## src/rtl/maze_move_sequencer_pkg.sv

```systemverilog
// Shared MazeSolver definitions: move codes, motor encodings, sequencer states.
// The explorer FSM imports the same move constants.
package maze_pkg;

    localparam logic [2:0] STOP    = 3'b000;
    localparam logic [2:0] FORWARD = 3'b001;
    localparam logic [2:0] LEFT    = 3'b010;
    localparam logic [2:0] RIGHT   = 3'b011;
    localparam logic [2:0] U_TURN  = 3'b100;

    localparam logic [1:0] MOT_OFF = 2'b00;
    localparam logic [1:0] MOT_FWD = 2'b01;
    localparam logic [1:0] MOT_REV = 2'b10;

    typedef enum logic [2:0] {
        S_BOOT_SENSE,
        S_IDLE,
        S_TURN,
        S_DRIVE,
        S_SENSE,
        S_REPORT,
        S_HALT,
        S_ERR
    } seq_state_e;

    function automatic int max3(input int a, input int b, input int c);
        int m;
        m = (a > b) ? a : b;
        return (m > c) ? m : c;
    endfunction

endpackage

```

## src/rtl/maze_move_sequencer_if.sv

```systemverilog
// Explorer <-> sequencer <-> motor/sensor bundle.
// Optional counters exist only with MAZE_SEQ_DEADEND_CNT_EN defined.
interface maze_move_sequencer_if;

    logic [2:0] cmd;
    logic       cmd_valid;
    logic       cmd_ready;
    logic [1:0] motor_l;
    logic [1:0] motor_r;
    logic       sense_req;
    logic       sense_ack;
    logic [2:0] sense_walls;
    logic [2:0] walls;
    logic       walls_valid;
    logic       busy;
    logic       done;
    logic       timeout_err;
`ifdef MAZE_SEQ_DEADEND_CNT_EN
    logic [3:0] deadend_cnt;
    logic [7:0] steps_cnt;
`endif

    modport master (
        output cmd, cmd_valid, sense_ack, sense_walls,
        input  cmd_ready, motor_l, motor_r, sense_req,
        input  walls, walls_valid, busy, done, timeout_err
`ifdef MAZE_SEQ_DEADEND_CNT_EN
        , input deadend_cnt, steps_cnt
`endif
    );

    modport slave (
        input  cmd, cmd_valid, sense_ack, sense_walls,
        output cmd_ready, motor_l, motor_r, sense_req,
        output walls, walls_valid, busy, done, timeout_err
`ifdef MAZE_SEQ_DEADEND_CNT_EN
        , output deadend_cnt, steps_cnt
`endif
    );

endinterface

```

## src/rtl/maze_phase_timer.sv

```systemverilog
// Loadable down-counter; expires when the count reaches 1, idles at 0.
// Shared by the turn/drive phases and the sense timeout.
module maze_phase_timer #(
    parameter int W = 4
) (
    input  logic         clk,
    input  logic         rst_n,
    input  logic         load_i,
    input  logic [W-1:0] val_i,
    input  logic         en_i,
    output logic         expire_o,
    output logic         zero_o
);

    logic [W-1:0] cnt_q, cnt_d;

    always_comb begin
        cnt_d = cnt_q;
        if (load_i) begin
            cnt_d = val_i;
        end else if (en_i && (cnt_q != '0)) begin
            cnt_d = cnt_q - 1'b1;
        end
    end

    always_ff @(posedge clk or negedge rst_n) begin
        if (!rst_n) cnt_q <= '0;
        else        cnt_q <= cnt_d;
    end

    assign expire_o = (cnt_q == W'(1));
    assign zero_o   = (cnt_q == '0);

endmodule

```

## src/rtl/maze_move_sequencer.sv

```systemverilog
// Move sequencer: times turn/drive phases, samples walls, reports to explorer.
// Define MAZE_SEQ_DEADEND_CNT_EN to add the dead-end and step counters.
module maze_move_sequencer
    import maze_pkg::*;
#(
    parameter int TURN_CYCLES   = 4,
    parameter int FWD_CYCLES    = 8,
    parameter int SENSE_TIMEOUT = 16
) (
    input logic                   clk,
    input logic                   rst_n,
    maze_move_sequencer_if.slave  bus
);

    localparam int CNT_MAX = max3(2 * TURN_CYCLES, FWD_CYCLES, SENSE_TIMEOUT);
    localparam int CW      = $clog2(CNT_MAX) + 1;

    seq_state_e state_q, state_d;
    logic [2:0] cmd_q, cmd_d;
    logic [2:0] walls_q, walls_d;

    logic          t_load, t_en, t_exp, t_zero;
    logic [CW-1:0] t_val;
    logic          accept;

    logic       rdy_q, rdy_d;
    logic [1:0] ml_q, ml_d, mr_q, mr_d;
    logic       req_q, req_d;
    logic       wv_q, wv_d;
    logic       busy_q, busy_d;
    logic       done_q, done_d;
    logic       err_q, err_d;

    maze_phase_timer #(.W(CW)) u_timer (
        .clk      (clk),
        .rst_n    (rst_n),
        .load_i   (t_load),
        .val_i    (t_val),
        .en_i     (t_en),
        .expire_o (t_exp),
        .zero_o   (t_zero)
    );

    assign accept = (state_q == S_IDLE) && bus.cmd_valid;

    always_comb begin
        state_d = state_q;
        cmd_d   = cmd_q;
        walls_d = walls_q;
        t_load  = 1'b0;
        t_val   = '0;
        t_en    = 1'b0;
        unique case (state_q)
            S_BOOT_SENSE, S_SENSE: begin
                // ack beats a coinciding timeout; boot arms its timer on first clock
                if (bus.sense_ack) begin
                    walls_d = bus.sense_walls;
                    state_d = S_REPORT;
                end else if (t_exp) begin
                    state_d = S_ERR;
                end else if (t_zero) begin
                    t_load = 1'b1;
                    t_val  = CW'(SENSE_TIMEOUT);
                end else begin
                    t_en = 1'b1;
                end
            end
            S_IDLE: begin
                if (accept) begin
                    cmd_d  = bus.cmd;
                    t_load = 1'b1;
                    case (bus.cmd)
                        FORWARD: begin
                            state_d = S_DRIVE;
                            t_val   = CW'(FWD_CYCLES);
                        end
                        LEFT, RIGHT: begin
                            state_d = S_TURN;
                            t_val   = CW'(TURN_CYCLES);
                        end
                        U_TURN: begin
                            state_d = S_TURN;
                            t_val   = CW'(2 * TURN_CYCLES);
                        end
                        STOP: begin
                            state_d = S_HALT;
                            t_load  = 1'b0;
                        end
                        default: begin
                            state_d = S_SENSE;
                            t_val   = CW'(SENSE_TIMEOUT);
                        end
                    endcase
                end
            end
            S_TURN: begin
                if (t_exp) begin
                    state_d = S_DRIVE;
                    t_load  = 1'b1;
                    t_val   = CW'(FWD_CYCLES);
                end else begin
                    t_en = 1'b1;
                end
            end
            S_DRIVE: begin
                if (t_exp) begin
                    state_d = S_SENSE;
                    t_load  = 1'b1;
                    t_val   = CW'(SENSE_TIMEOUT);
                end else begin
                    t_en = 1'b1;
                end
            end
            S_REPORT: state_d = S_IDLE;
            S_HALT:   state_d = S_HALT;
            S_ERR:    state_d = S_ERR;
            default:  state_d = S_ERR;
        endcase
    end

    // Outputs are registered from the next state so reset holds them all at 0
    always_comb begin
        rdy_d  = (state_d == S_IDLE);
        ml_d   = MOT_OFF;
        mr_d   = MOT_OFF;
        req_d  = (state_d == S_SENSE) || (state_d == S_BOOT_SENSE);
        wv_d   = (state_d == S_REPORT);
        busy_d = !((state_d == S_IDLE) || (state_d == S_HALT) ||
                   (state_d == S_ERR));
        done_d = (state_d == S_HALT);
        err_d  = (state_d == S_ERR);
        if (state_d == S_TURN) begin
            ml_d = (cmd_d == RIGHT) ? MOT_FWD : MOT_REV;
            mr_d = (cmd_d == RIGHT) ? MOT_REV : MOT_FWD;
        end else if (state_d == S_DRIVE) begin
            ml_d = MOT_FWD;
            mr_d = MOT_FWD;
        end
    end

    always_ff @(posedge clk or negedge rst_n) begin
        if (!rst_n) begin
            state_q <= S_BOOT_SENSE;
            cmd_q   <= STOP;
            walls_q <= '0;
            rdy_q   <= 1'b0;
            ml_q    <= MOT_OFF;
            mr_q    <= MOT_OFF;
            req_q   <= 1'b0;
            wv_q    <= 1'b0;
            busy_q  <= 1'b0;
            done_q  <= 1'b0;
            err_q   <= 1'b0;
        end else begin
            state_q <= state_d;
            cmd_q   <= cmd_d;
            walls_q <= walls_d;
            rdy_q   <= rdy_d;
            ml_q    <= ml_d;
            mr_q    <= mr_d;
            req_q   <= req_d;
            wv_q    <= wv_d;
            busy_q  <= busy_d;
            done_q  <= done_d;
            err_q   <= err_d;
        end
    end

    assign bus.cmd_ready   = rdy_q;
    assign bus.motor_l     = ml_q;
    assign bus.motor_r     = mr_q;
    assign bus.sense_req   = req_q;
    assign bus.walls       = walls_q;
    assign bus.walls_valid = wv_q;
    assign bus.busy        = busy_q;
    assign bus.done        = done_q;
    assign bus.timeout_err = err_q;

`ifdef MAZE_SEQ_DEADEND_CNT_EN
    logic [3:0] dead_q, dead_d;
    logic [7:0] steps_q, steps_d;

    always_comb begin
        dead_d  = dead_q;
        steps_d = steps_q;
        if (accept && (bus.cmd == U_TURN) && (dead_q != 4'hF)) begin
            dead_d = dead_q + 4'd1;
        end
        if (accept && (bus.cmd inside {FORWARD, LEFT, RIGHT, U_TURN}) &&
            (steps_q != 8'hFF)) begin
            steps_d = steps_q + 8'd1;
        end
    end

    always_ff @(posedge clk or negedge rst_n) begin
        if (!rst_n) begin
            dead_q  <= '0;
            steps_q <= '0;
        end else begin
            dead_q  <= dead_d;
            steps_q <= steps_d;
        end
    end

    assign bus.deadend_cnt = dead_q;
    assign bus.steps_cnt   = steps_q;
`endif

endmodule
```

## src/flat_wrapper.sv

```systemverilog
// flat-port wrapper written by rule: the top's interface ports become plain ports
module maze_move_sequencer_flat import maze_pkg::*;
#(
    parameter int TURN_CYCLES   = 4,
    parameter int FWD_CYCLES    = 8,
    parameter int SENSE_TIMEOUT = 16
)
  (clk, rst_n, bus_cmd, bus_cmd_valid, bus_sense_ack, bus_sense_walls, bus_cmd_ready, bus_motor_l, bus_motor_r, bus_sense_req, bus_walls, bus_walls_valid, bus_busy, bus_done, bus_timeout_err);
  maze_move_sequencer_if bus_i ();
  input logic clk;
  input logic rst_n;
  input wire logic [$bits(bus_i.cmd)-1:0] bus_cmd;
  input wire logic [$bits(bus_i.cmd_valid)-1:0] bus_cmd_valid;
  input wire logic [$bits(bus_i.sense_ack)-1:0] bus_sense_ack;
  input wire logic [$bits(bus_i.sense_walls)-1:0] bus_sense_walls;
  output wire logic [$bits(bus_i.cmd_ready)-1:0] bus_cmd_ready;
  output wire logic [$bits(bus_i.motor_l)-1:0] bus_motor_l;
  output wire logic [$bits(bus_i.motor_r)-1:0] bus_motor_r;
  output wire logic [$bits(bus_i.sense_req)-1:0] bus_sense_req;
  output wire logic [$bits(bus_i.walls)-1:0] bus_walls;
  output wire logic [$bits(bus_i.walls_valid)-1:0] bus_walls_valid;
  output wire logic [$bits(bus_i.busy)-1:0] bus_busy;
  output wire logic [$bits(bus_i.done)-1:0] bus_done;
  output wire logic [$bits(bus_i.timeout_err)-1:0] bus_timeout_err;
  assign bus_i.cmd = bus_cmd;
  assign bus_i.cmd_valid = bus_cmd_valid;
  assign bus_i.sense_ack = bus_sense_ack;
  assign bus_i.sense_walls = bus_sense_walls;
  assign bus_cmd_ready = bus_i.cmd_ready;
  assign bus_motor_l = bus_i.motor_l;
  assign bus_motor_r = bus_i.motor_r;
  assign bus_sense_req = bus_i.sense_req;
  assign bus_walls = bus_i.walls;
  assign bus_walls_valid = bus_i.walls_valid;
  assign bus_busy = bus_i.busy;
  assign bus_done = bus_i.done;
  assign bus_timeout_err = bus_i.timeout_err;
  maze_move_sequencer #(.TURN_CYCLES(TURN_CYCLES), .FWD_CYCLES(FWD_CYCLES), .SENSE_TIMEOUT(SENSE_TIMEOUT)) u_core (.clk(clk), .rst_n(rst_n), .bus(bus_i));
endmodule
```

## config.mk

```make
export PLATFORM = sky130hd
export DESIGN_NAME = maze_move_sequencer_flat
export DESIGN_NICKNAME = d
export VERILOG_FILES = /design/src/rtl/maze_move_sequencer_pkg.sv /design/src/rtl/maze_move_sequencer_if.sv /design/src/rtl/maze_phase_timer.sv /design/src/rtl/maze_move_sequencer.sv /design/src/flat_wrapper.sv
export SDC_FILE = /design/constraint.sdc
export NUM_CORES = 1
export LEC_CHECK = 0
export CELL_PAD_IN_SITES_DETAIL_PLACEMENT = 1
export CELL_PAD_IN_SITES_GLOBAL_PLACEMENT = 1
export CORE_MARGIN = 3
export CORE_UTILIZATION = 41
export CTS_BUF_LIST = sky130_fd_sc_hd__clkbuf_4
export CTS_CLUSTER_DIAMETER = 100
export DETAILED_ROUTE_END_ITERATION = 7
export HOLD_SLACK_MARGIN = 0.1
export MAX_ROUTING_LAYER = met4
export PLACE_DENSITY_LB_ADDON = 0.1
export REMOVE_ABC_BUFFERS = 1
export SETUP_SLACK_MARGIN = 0.4
export SLEW_MARGIN = 25
export SYNTH_ARGS = -nofsm -noshare
export SYNTH_HDL_FRONTEND = slang
export SYNTH_SLANG_ARGS = --single-unit
```

## constraint.sdc

```tcl
create_clock -name clk -period 3.2 [get_ports clk]
set_input_delay 0.8 -clock clk [delete_from_list [all_inputs] [get_ports clk]]
set_output_delay 0.8 -clock clk [all_outputs]
set_load 0.01 [all_outputs]
```

==> impl_metrics.json, run 1 <==
{
  "fin_skew_ns": 0.00784,
  "rsz0062_at_grt": "no",
  "synth_async_sr_flop_share_pct": 100,
  "power_density_mw_per_mm2": 354,
  "wl_per_cell_um": 15.8,
  "clockPowerShare_pct": 40.2,
  "ios": 23,
  "synth_area_leaders": "dfrtp_1 (49%), nand2_1 (4.9%), nor2_1 (4.3%), mux2_4 (3.7%), ha_1 (3.1%)",
  "initial_utilization_pct": 43.8,
  "nFillCells": 324,
  "vias_per_cell": 5.57,
  "ys.flop_type": "dfrtp_1",
  "ctsResizeCount": 0,
  "max_freq_mhz": 378,
  "cts_htree_levels": 1,
  "fin_util_pct": 55.4,
  "start_kind": "register",
  "syn_inst": 118,
  "syn_area_mm2": 0.00123,
  "slew_violations": 0,
  "antenna_found_initial": 0,
  "n_antenna_cell": 0,
  "cts_root_buf": "clkbuf_4",
  "grt_pass1_vias": 993,
  "first_pass_iters": 4,
  "finalCriticalPeriod_ns": 2.65,
  "worstPathRequired_ns": 3.41,
  "dp_hpwl_mm": 2.03,
  "dr_total_vias": 974,
  "grt_max_degree": 25,
  "power.internal_uw": 443,
  "ys_types": 42,
  "track_usage_pct": 17.4,
  "power.share.sequential_pct": 55.1,
  "status": "finished, final reports clean",
  "gp_congestion": 0.840,
  "setup_tns_ns": 0,
  "cts_buffers": 3,
  "synthMostInstantiatedCell": "dfrtp_1",
  "core-area_mm2": 0.00281,
  "cp-end-kind": "register",
  "comb_power_share_pct": 4.7,
  "fp.dieH_um": 60.7,
  "wl_mm": 2.76,
  "area_growth_pct": 26.7,
  "setup_viol": 0,
  "leakagePower_nw": 0.635,
  "cts.path.max_buffers": 2,
  "synth_common_cells": "dfrtp_1 (24), nand2_1 (16), nor2_1 (14)",
  "synth_top_area_cell": "dfrtp_1",
  "p_switching_uw": 107,
  "min_path_type": "reg2reg",
  "clk_latency_ns": 0.32,
  "dp_cells": 171,
  "drive_gt1_share_pct": 13.2,
  "hold_viol_final": 0,
  "nets": 158,
  "ant_nets": 0,
  "maxCapViolations": 0,
  "slew-limit-headroom_pct": 61.0,
  "fp.dieArea_mm2": 0.00369,
  "cp_max_fo": 8,
  "clk_pin_slew_ns": 0.14,
  "cts_tree": "done",
  "synth_edf_count": 0,
  "grt_overflow": 0,
  "final_cells": 175,
  "yosys_warnings": 0,
  "die_width_um": 60.7,
  "cts_sinks": 24,
  "final.period_utilization_pct": 82.8,
  "synth_top_area_share_pct": 48.9,
  "ys_ff_latch": 24,
  "post_cts_buffers": 0,
  "grt_pass1_wl_mm": 4.56,
  "arrival_ns": 2.86,
  "switching_share_pct": 19.5,
  "ir_drop_mv": 0.219,
  "synth_area_per_cell_um2": 10.4,
  "worst_pin_slew_ns": 0.585,
  "fp-row-count": 19,
  "yosysSeqAreaShare_pct": 48.9,
  "io_buffers": 22,
  "postCtsHoldBufs": 0,
  "initialDrtViolationCount": 30,
  "drcViolationCount": 0,
  "critPathKind": "reg2reg"
}
[final timing paths]
| path | slack [ns] | to | start | depth (start not counted) |
|---|---|---|---|---|
| setup / recovery | 0.55 | u_core.bus.walls[1] | u_core.u_timer.cnt_q[1] | 7 |
| hold / removal | 0.50 | u_core.cmd_q[2] | u_core.cmd_q[2] | 2 |
| setup reg to reg | 0.55 | u_core.bus.walls[1] | u_core.u_timer.cnt_q[1] | 7 |
| hold reg to reg | 0.50 | u_core.cmd_q[2] | u_core.cmd_q[2] | 2 |
| max in group asynchronous | 2.15 | u_core.bus.busy | rst_n | 2 |
| min in group asynchronous | 0.81 | u_core.cmd_q[2] | rst_n | 2 |
[power groups by stage]
stage / clock network, mW / registers, mW / logic, mW
2_1_floorplan: 0 / 0.309 / 0.00475
4_1_cts: 0.228 / 0.303 / 0.0266
3_3_place_gp: 0 / 0.309 / 0.0261
5_1_grt: 0.244 / 0.303 / 0.0286
6_report: 0.221 / 0.303 / 0.0257
3_5_place_dp: 0 / 0.309 / 0.0264
[critical path, cell delays in order, from the launching register on]
cell     delay (ns)
dfrtp_1        0.43
inv_1          0.10
ha_1           0.16
or4b_1         0.61
o211a_1        0.32
nor3_4         0.23
nor3b_4        0.36
mux2_4         0.34
[cell type report]
class                           instances  area [um^2]  share of cell area, %
Timing Repair Buffer                   27          258                   16.6
Clock inverter                          1         30.0                   1.93
Sequential cell                        24          601                   38.6
Tap cell                               31         38.8                   2.49
Inverter                                4         15.0                  0.965
Clock buffer                            3         22.5                   1.45
Multi-Input combinational cell         85          591                   38.0
[logic make-up (layout without fill, tap and decap cells)]
logic type	Yosys count	in the layout	share of synthesized area, %
adder cells (fa/ha/maj)	3	3	3.06
buffers and inverters	9	35	2.96
AO/OA/AOI/OAI	23	23	15.4
XOR/XNOR	4	4	2.85
AND/OR/NAND/NOR	52	52	23.1
flip-flops	24	24	48.9
multiplexers	3	3	3.67
[through the flow]
stage               cell area (um^2)  hold slack [ns]  power [mW]  setup slack [ns]
floorplan                       1210            0.446       0.314             0.828
global placement                1500            0.459       0.335             0.324
detailed placement              1500            0.479       0.335             0.265
CTS                             1560            0.513       0.557             0.543
global route                    1560            0.538       0.576             0.414
finish                          1560            0.501       0.550             0.552
[sequential cells by signal, indices dropped and copies added (netlist names)]
register and count:
u_core.bus.walls 3, u_core.bus.walls_valid 1, u_core.bus.busy 1, u_core.state_q 3, u_core.bus.done 1, u_core.bus.motor_r 2
u_core.cmd_q 3, u_core.u_timer.cnt_q 5, u_core.bus.motor_l 2, u_core.bus.timeout_err 1, u_core.bus.sense_req 1, u_core.bus.cmd_ready 1
[cell usage in the layout (no fill, tap or decap), types with 2 or more instances in the layout]
master,synthesis,final
a21boi_0,2,2
ha_1,3,3
nor2_1,14,14
or3_1,2,2
nand2b_1,3,3
mux2_4,3,3
nor3_1,4,4
nor3b_1,2,2
clkbuf_4,0,3
o21ai_0,5,5
nand2_1,16,16
clkdlybuf4s50_1,0,22
buf_4,0,5
xnor2_1,3,3
inv_1,4,4
o21ai_1,2,2
dfrtp_1,24,24
[per-layer routing]
layer / global-route usage [%] / vias to the layer above / share of wire (%)
met2: 26.6 / 19 / 49
met3: 3.19 / 2 / 2.9
li1: - / 469 / -
met4: 6.81 / 0 / 0.72
met5: - / - / 0
met1: 22.9 / 484 / 48
(Power assumes the default switching activity.)
==> run 2, diff against run 1 <==
Clock period 3.2 ns to 2.5 ns, I/O delays scaled along.
==> impl_metrics.json, run 2 (synthesis gave the netlist of run 1 again) <==
{
  "fp.dieH_um": 60.7,
  "nets": 177,
  "final_cell_area_mm2": 0.00181,
  "r2r_cells": 8,
  "ir_drop_mv": 0.309,
  "antenna_found_initial": 0,
  "dr_total_vias": 1075,
  "finalCriticalPeriod_ns": 2.30,
  "cp-end-kind": "register",
  "clk_pin_slew_ns": 0.14,
  "grtUsageMet2_pct": 37.6,
  "multi_input_area_um2": 691,
  "hp-start": "u_core.cmd_q[0]",
  "crit_start": "u_core.u_timer.cnt_q[1]",
  "ios": 23,
  "track_usage_pct": 22.4,
  "cts.path.max_buffers": 2,
  "initialDrtViolationCount": 25,
  "grt_pass1_vias": 1152,
  "regMostFlops": "u_core.u_timer.cnt_q",
  "core-area_mm2": 0.00281,
  "hold_viol_final": 0,
  "worstPathRequired_ns": 2.73,
  "cts_buffers": 3,
  "max_freq_mhz": 434,
  "area_growth_pct": 47.1,
  "grt_use_met3_pct": 3.83,
  "die_width_um": 60.7,
  "io_buffers": 22,
  "comb_power_share_pct": 6.0,
  "status": "finished, final reports clean",
  "min_path_type": "reg2reg",
  "cts_root_buf": "clkbuf_4",
  "critical_path.max_stage_delay_ns": 0.49,
  "final.period_utilization_pct": 92.1,
  "drcViolationCount": 0,
  "leakagePower_nw": 0.765,
  "dp_hpwl_mm": 2.35,
  "fin_skew_ns": 0.00739,
  "cp_max_fo": 4,
  "setup_viol": 0,
  "start_kind": "register",
  "slew_violations": 0,
  "first_pass_iters": 4,
  "vias_per_cell": 5.54,
  "dpl-instance-area_mm2": 0.00159,
  "critPathKind": "reg2reg",
  "path_cells": "inv_2 > ha_4 > or4b_4 > buf_4 > o21ai_2 > o221ai_2 > nor3b_4 > mux2_4",
  "seqCellArea_um2": 601,
  "wl_per_cell_um": 18.4,
  "initial_utilization_pct": 43.8,
  "postCtsHoldBufs": 0,
  "whs_path_depth": 2,
  "gp_congestion": 0.802,
  "ant_nets": 0,
  "largest_reg_flops": 5,
  "wl_mm": 3.57,
  "worst_pin_slew_ns": 0.435,
  "clk_latency_ns": 0.33,
  "cts_htree_levels": 1,
  "dp_cells": 183,
  "slew-limit-headroom_pct": 71.0,
  "fp-row-count": 19,
  "fin_util_pct": 64.4,
  "n_antenna_cell": 0,
  "fp.dieArea_mm2": 0.00369,
  "rsz0062_at_grt": "yes",
  "final_cells": 194,
  "power.internal_uw": 573,
  "cp_slowest_cell": "or4b_4",
  "arrival_ns": 2.53,
  "setup_tns_ns": 0,
  "p_switching_uw": 152,
  "clockPowerShare_pct": 40.5,
  "drive_gt1_share_pct": 31.9,
  "layout_common_cells": "dfrtp_1 (24), clkdlybuf4s50_1 (22), buf_4 (22)",
  "switching_share_pct": 20.9,
  "cts_tree": "done",
  "power.share.sequential_pct": 53.6,
  "top_usage_layer": "met2",
  "globalRouteMet1Util_pct": 27.0,
  "r2r_start": "u_core.u_timer.cnt_q[1]",
  "cts_sinks": 24,
  "grt_pass1_wl_mm": 5.78,
  "final_common_cell": "dfrtp_1",
  "power_density_mw_per_mm2": 401,
  "nFillCells": 301,
  "grt_max_degree": 25,
  "maxCapViolations": 0,
  "grt_overflow": 0
}
## run 2: critical path: cells and delay by family (launching register included)
family / cells / cell delay (ns)
buffers and inverters: 2 / 0.25
and+or+nand+nor: 2 / 0.80
DFF: 1 / 0.42
AOI/OAI and AO/OA: 2 / 0.27
muxes: 1 / 0.34
adders and majority gates: 1 / 0.12
## run 2: worst paths after layout
| path | endpoint | slack (ns) |
|---|---|---|
| max in group asynchronous | u_core.bus.done | 1.62 |
| min in group asynchronous | u_core.u_timer.cnt_q[1] | 0.63 |
| setup reg to reg | u_core.bus.walls[2] | 0.20 |
| hold reg to reg | u_core.cmd_q[0] | 0.50 |
| setup / recovery | u_core.bus.walls[2] | 0.20 |
| hold / removal | u_core.cmd_q[0] | 0.50 |
## run 2: final cells by class
type | instances | area share (%)
well taps | 31 | 2.15
repair buffers | 46 | 22.6
clock buffers | 3 | 1.25
inverters | 4 | 0.832
flip-flops and latches | 24 | 33.3
multi-input cells | 85 | 38.3
clock inverters | 1 | 1.66
## run 2: routing by layer
layer	vias to the layer above	wire [um]	share of wire [%]
li1	510	-	-
met1	536	1530	43
met2	22	1850	52
met3	7	117	3.3
met4	0	68	1.9
met5	-	0	0
## run 2: stage by stage
stage	hold slack (ns)	total power [mW]	setup slack, ns
3_3_place_gp	0.456	0.435	-0.0238
5_1_grt	0.552	0.745	0.134
4_1_cts	0.505	0.730	0.195
3_5_place_dp	0.470	0.436	-0.0888
6_report	0.500	0.725	0.197
2_1_floorplan	0.329	0.402	0.128
## run 2: timing repair
action | in CTS | in global routing
pin swaps | 4 | 5
hold endpoints to repair | 0 | 0
buffers inserted | 6 | 1
setup endpoints to repair | 15 | 16
gates resized for setup | 13 | 10
gates cloned | 0 | 0
## run 2: power by group through the flow
stage | Clock [mW] | Combinational, mW | Sequential [mW]
floorplan | 0 | 0.00608 | 0.396
global placement | 0 | 0.0398 | 0.396
detailed placement | 0 | 0.0409 | 0.396
CTS | 0.299 | 0.0421 | 0.388
global route | 0.310 | 0.0466 | 0.388
finish | 0.293 | 0.0432 | 0.388
